--- config.mk ---
export PLATFORM = sky130hd
export DESIGN_NAME = prog_seq
export DESIGN_NICKNAME = d
export VERILOG_FILES = /design/src/rtl/prog_seq.sv
export SDC_FILE = /design/constraint.sdc
export NUM_CORES = 1
export LEC_CHECK = 0
export ABC_AREA = 1
export CAP_MARGIN = 20
export CORE_MARGIN = 2
export CORE_UTILIZATION = 40
export DETAILED_ROUTE_END_ITERATION = 8
export PLACE_DENSITY = 0.71
export SETUP_SLACK_MARGIN = 0.02
export SYNTH_ARGS = -nofsm -noshare
export SYNTH_HDL_FRONTEND = slang
export SYNTH_SLANG_ARGS = --single-unit
--- constraint.sdc ---
create_clock -name clk -period 4.13 [get_ports clk]
set_clock_uncertainty 0.15 [all_clocks]
set_input_delay 1.0325 -clock clk [delete_from_list [all_inputs] [get_ports clk]]
set_output_delay 1.0325 -clock clk [all_outputs]
set_load 0.02 [all_outputs]
--- src/rtl/prog_seq.sv ---
// Program sequencer: launches a program run, steers the PC start/branch controls,
// latches compare flags and enforces a run-length watchdog.
module prog_seq #(
    parameter int D       = 8,
    parameter int CW      = 16,
    parameter int MAX_CYC = 2**CW-1
) (
    input  logic          clk,
    input  logic          reset,
    input  logic          req,
    input  logic          halt,
    input  logic          br_en,
    input  logic [1:0]    br_cond,
    input  logic [D-1:0]  br_off,
    input  logic          flag_we,
    input  logic          cmp_eq,
    input  logic          cmp_gt,
    output logic          pc_start,
    output logic          reljump_en,
    output logic          E,
    output logic          G,
    output logic [D-1:0]  target,
    output logic          busy,
    output logic          done,
    output logic          timeout,
    output logic [CW-1:0] cycles
);

    typedef enum logic [1:0] {
        S_IDLE = 2'd0,
        S_RUN  = 2'd1,
        S_DONE = 2'd2
    } state_t;

    localparam logic [CW-1:0] CYC_SAT = '1;
    localparam logic [CW-1:0] WD_LAST = CW'(MAX_CYC - 1);

    state_t        state_q, state_d;
    logic          flag_e_q, flag_e_d;
    logic          flag_g_q, flag_g_d;
    logic          timeout_q, timeout_d;
    logic [CW-1:0] cycles_q, cycles_d;
    logic [CW-1:0] run_cnt;
    logic          in_run;

    // Count of RUN cycles including the current one; the watchdog compares against it
    // so that a run stops once MAX_CYC-1 cycles have been spent.
    assign run_cnt = (cycles_q == CYC_SAT) ? CYC_SAT : cycles_q + CW'(1);
    assign in_run  = (state_q == S_RUN);

    always_comb begin
        state_d   = state_q;
        flag_e_d  = flag_e_q;
        flag_g_d  = flag_g_q;
        timeout_d = timeout_q;
        cycles_d  = cycles_q;
        case (state_q)
            S_IDLE: begin
                if (req) begin
                    state_d   = S_RUN;
                    flag_e_d  = 1'b0;
                    flag_g_d  = 1'b0;
                    timeout_d = 1'b0;
                    cycles_d  = '0;
                end
            end
            S_RUN: begin
                cycles_d = run_cnt;
                if (flag_we) begin
                    flag_e_d = cmp_eq;
                    flag_g_d = cmp_gt;
                end
                if (halt) begin
                    state_d = S_DONE;
                end else if (run_cnt == WD_LAST) begin
                    state_d   = S_DONE;
                    timeout_d = 1'b1;
                end
            end
            S_DONE: begin
                if (!req) begin
                    state_d = S_IDLE;
                end
            end
            default: state_d = S_IDLE;
        endcase
    end

    always_comb begin
        busy       = in_run;
        done       = (state_q == S_DONE);
        pc_start   = !in_run;
        reljump_en = in_run && br_en && !halt;
        target     = reljump_en ? br_off : '0;
        // Flags come from registers only, so a same-cycle compare cannot steer this branch.
        E          = reljump_en && ((br_cond == 2'b00) || (br_cond[0] && flag_e_q));
        G          = reljump_en && br_cond[1] && flag_g_q;
        timeout    = timeout_q;
        cycles     = cycles_q;
    end

    always_ff @(posedge clk) begin
        if (reset) begin
            state_q   <= S_IDLE;
            flag_e_q  <= 1'b0;
            flag_g_q  <= 1'b0;
            timeout_q <= 1'b0;
            cycles_q  <= '0;
        end else begin
            state_q   <= state_d;
            flag_e_q  <= flag_e_d;
            flag_g_q  <= flag_g_d;
            timeout_q <= timeout_d;
            cycles_q  <= cycles_d;
        end
    end

endmodule

=== Word level (Yosys, flattened, before mapping) ===
Cells that the tools add are included.

* Output and inout port bits: 31
* Register bits: 21
* Input port bits: 18

* Reduce and logical (&&, ||, !) cells: 16
* Eq/ne operators: 10
* Multiplexer cells: 17
* Add/subtract/negate cells: 1

{| class="wikitable"
|+ Operators by type and width
! cell !! count
|-
| 16-bit equality test (second input constant) || 2
|-
| 16-bit 2-to-1 mux || 2
|-
| 16-bit one-hot mux with 2 select lines || 1
|-
| 16-bit by 1-bit adder with 16-bit output (second input constant) || 1
|-
| 2-bit 2-to-1 mux || 4
|-
| 8-bit 2-to-1 mux || 1
|-
| 2-bit inequality test (second input constant) || 4
|-
| 1-bit logical AND || 6
|-
| 1-bit one-hot mux with 2 select lines || 3
|-
| 2-bit one-hot mux with 3 select lines || 1
|-
| 3-bit AND reduction || 2
|-
| 1-bit 2-to-1 mux || 5
|-
| 2-bit zero test || 2
|-
| 4-bit AND reduction || 1
|-
| 3-bit by 2-bit inequality test with 1-bit output (second input constant) || 1
|-
| 2-bit by 1-bit equality test with 1-bit output (second input constant) || 1
|-
| 2-bit equality test (second input constant) || 1
|-
| 1-bit zero test || 2
|-
| 2-bit by 1-bit inequality test with 1-bit output (second input constant) || 1
|-
| 2-bit AND reduction || 1
|-
| 2-bit nonzero test || 1
|-
| 1-bit logical OR || 1
|}

=== Depth between registers and ports, before layout ===
* Depth in word-level cells: 6
* Gate-level depth with buffers: 13
* Mapped depth without buffers: 13

=== Least setup slack after synthesis ===
OpenSTA, ideal clock, no wires.

* Kind: input-to-output
* From: input halt
* To: output E
* Required time: 2947 ps
* Stages: 4
* Data arrival time: 1709 ps
* Slack: 1239 ps
* Path through: nor2_1 -> nand2_1 -> clkbuf_1 -> nor2_1

* Cells in the longest elaborated chain, start to end: 3

{| class="wikitable"
|+ RTL lines
! element !! RTL line !! text
|-
| start, declared || 11 || <nowiki>input logic halt,</nowiki>
|-
| 1-bit zero test || 93 || <nowiki>reljump_en = in_run && br_en && !halt;</nowiki>
|-
| 1-bit logical AND || 93 ||
|-
| 1-bit logical AND || 96 || <nowiki>E = reljump_en && ((br_cond == 2'b00) || (br_cond[0] && flag_e_q));</nowiki>
|-
| end, declared || 20 || <nowiki>output logic E,</nowiki>
|}

Every way passes these cells.

=== Worst setup path after layout ===
* From: input halt
* To: output target[5]

* Cells in the longest elaborated chain, start to end: 3

{| class="wikitable"
|+ RTL lines
! element !! RTL line !! text
|-
| 1-bit zero test || 93 ||
|-
| 1-bit logical AND || 93 ||
|-
| 8-bit 2-to-1 mux || 94 || <nowiki>target = reljump_en ? br_off : '0;</nowiki>
|-
| end, declared || 22 || <nowiki>output logic [D-1:0] target,</nowiki>
|}

Every way passes these cells.

==> impl_metrics.env <==
export IMPL_status="finished clean"
export IMPL_path_depth=5
export IMPL_power_leakage_nw=0.8046
export IMPL_drt_initial_drc_count=82
export IMPL_min_period_ns=3.778
export IMPL_ys_seq_elements=21
export IMPL_crit_slowest_cell="clkdlybuf4s50_1"
export IMPL_min_period_over_period_pct=91.47
export IMPL_drt_vias_per_instance=4.887
export IMPL_crit_chain="clkdlybuf4s50_1 > nor2_1 > nand2_1 > nor2_1 > clkdlybuf4s50_1"
export IMPL_drv_cap=0
export IMPL_root_buffer="clkbuf_8"
export IMPL_crit_start="halt"
export IMPL_endpoint_kind="primary output"
export IMPL_grt_pass1_wl_mm=6.658
export IMPL_slew_viol_final=0
export IMPL_synth_area_per_cell_um2=5.937
export IMPL_wirelength_mm=3.925
export IMPL_overflow=0
export IMPL_rr_startpoint="cycles[0]"
export IMPL_die_h_um=65.04
export IMPL_rsz0062_at_grt="false"
export IMPL_crit_type="input pin to primary output"
export IMPL_cpPeakStageDelay_ns=0.62
export IMPL_drive_above_1_share_pct=6.040
export IMPL_path_max_fanout=11
export IMPL_cp_arrival_ns=2.60
export IMPL_worst_pin_slew_ns=0.8099
export IMPL_clk_pin_slew_ns=0.08
export IMPL_port_buffers=48
export IMPL_ff2ff_setup_slack_ns=1.95
export IMPL_synthCells=251
export IMPL_dieArea_um2=4230
export IMPL_dieWidth_um=65.04
export IMPL_setup_viol=0
export IMPL_slew_limit_headroom_pct=45.84
export IMPL_fin_nets=318
export IMPL_powerDensity_nw_per_um2=203.2
export IMPL_grt_max_degree=22
export IMPL_vias=1691
export IMPL_synth_nets=270
export IMPL_gp_congestion=0.9194
export IMPL_syn_area_um2=1490
export IMPL_tns_ns=0
export IMPL_num_rows=22
export IMPL_ctsHoldBuffers=0
export IMPL_h_tree_depth=1
export IMPL_grt_usage_pct=19.58
export IMPL_cts_num_sinks=21
export IMPL_diodes=0
export IMPL_dp_hpwl_mm=3.040
export IMPL_hold_viol=0
export IMPL_synth_warnings=0
export IMPL_ys_types=28
export IMPL_critPathRequiredTime_ns=2.95
export IMPL_ant_nets=0
export IMPL_cp_top_family="buffers and inverters"
export IMPL_post_cts_resized=0
export IMPL_detail_route_first_pass_iterations=4
export IMPL_r2r_end="state_q[1]"
export IMPL_worstSkewPairLatency_ns=0.26
export IMPL_post_cts_buffers=0
export IMPL_start_util_pct=41.01
export IMPL_path_buf_inv=2
export IMPL_routedWlPerCell_um=11.34
export IMPL_fmax_mhz=264.7
export IMPL_p_total_uw=417.3
export IMPL_antenna_found_initial=0
export IMPL_cts_made_buffers=3
export IMPL_ir_worst_vdd_mv=0.1173
export IMPL_crit_path_end="target[5]"
export IMPL_r2r_cells=13
export IMPL_cts_tree="yes"
export IMPL_setup_worst_path_start_class="input pin"
export IMPL_synth_seq_area_share_pct=28.21
export IMPL_route_detailed_drc=0
export IMPL_hold_class="register to register"
export IMPL_areaGrowthSynthToFinish_pct=37.78
export IMPL_io_pins=49
export IMPL_cts_buffer_depth=2
export IMPL_core_area_um2=3633
export IMPL_grt_pass1_vias=1515
flip-flops by register name, summed over array words and instances (netlist names):
register  flops
cycles       16
state_q       2
flag_e_q      1
flag_g_q      1
timeout       1
worst register-to-register path: stages (launching register included):
cell	delay (ns)
dfxtp_1	0.43
ha_1	0.24
nand3_2	0.16
inv_2	0.13
nand2_4	0.10
nor2_8	0.16
inv_4	0.08
nand3_1	0.15
nand2_1	0.07
nor2_1	0.08
nand3_1	0.08
nand2_1	0.09
nand2_1	0.07
a21oi_2	0.11
layout make-up:
| type | instances | area [um2] |
|---|---|---|
| fill | 382 | 1580 |
| multi-input combinational | 192 | 917.1 |
| timing repair buffer | 49 | 488.0 |
| sequential | 21 | 420.4 |
| inverter | 32 | 122.6 |
| tap | 48 | 60.06 |
| clock buffer | 4 | 45.04 |
worst min path at each step:
stage	endpoint	cells past startpoint	start	slack, ns
after global placement	timeout	2	timeout	0.29
after detailed placement	timeout	2	timeout	0.30
after floorplan	flag_g_q	2	flag_g_q	0.29
final	timeout	2	timeout	0.30
after global routing	timeout	2	timeout	0.33
after CTS	timeout	2	timeout	0.30
Yosys cell counts, drive strengths merged:
library cell	n	area share (%)
xor2	3	1.8
o21a	1	0.50
dfxtp	21	28
o21ai	10	3.4
nand4	4	1.7
xnor2	2	1.2
o21bai	2	1.0
a21oi	21	7.3
and3	1	0.50
nand2	84	22
inv	31	8.0
a2bb2oi	1	0.59
clkinv	1	0.25
ha	1	0.84
nor2	39	12
nand3	22	8.4
clkbuf	5	1.3
nor3	1	0.34
buf	1	0.76
through the flow:
step / cell area, um2 / hold WS, ns / util (%) / std cells / setup slack, ns
after detailed placement: 2008 / 0.2953 / 55.27 / 342 / 0.3339
after global placement: 2008 / 0.2873 / 55.27 / 342 / 0.4008
final: 2053 / 0.3035 / 56.51 / 346 / 0.3522
after floorplan: 1490 / 0.2905 / - / 251 / 1.239
after global routing: 2053 / 0.3336 / 56.51 / 346 / 0.2221
after CTS: 2053 / 0.3039 / 56.51 / 346 / 0.3359
logic make-up (layout without fill, tap and decap cells):
group | count (synthesis) | count (layout) | share of synthesized area, %
AND/OR/NAND/NOR | 151 | 151 | 45.00
buffers and inverters | 38 | 85 | 10.24
flip-flops | 21 | 21 | 28.21
XOR/XNOR | 5 | 5 | 2.939
AO/OA/AOI/OAI | 35 | 35 | 12.76
adder cells (fa/ha/maj) | 1 | 1 | 0.8395
cells in the final DEF (no fill, tap or decap):
cell type,n
nor3_1,1
clkdlybuf4s50_1,48
clkbuf_1,1
xor2_1,3
buf_4,1
and3_2,1
inv_1,29
nor2_1,35
clkbuf_8,3
ha_1,1
nand3_1,19
nand2_1,81
nor2_2,1
nand3_2,3
nand2_4,1
o21bai_1,2
nand2_2,2
xnor2_1,2
a2bb2oi_1,1
a21oi_2,1
nand4_1,4
inv_2,1
dfxtp_1,21
nor2_8,1
clkinv_1,1
o21ai_0,10
o21a_1,1
inv_4,1
a21oi_1,20
nor2_4,2
per-layer routing:
layer  vias up  global-route usage [%]  wire length (um)
li1        888                       -                 -
met1       736                   26.49              1842
met2        62                   32.60              1756
met3         5                   3.125               289
met4         0                   4.688                37
met5         -                       0                 0
power by group:
part	total (mW)	internal [mW]	switching, mW
combinational	0.0703	0.0312	0.0391
sequential	0.208	0.205	0.00256
clock	0.139	0.0688	0.0702
Power figures use the tool's default switching activity.
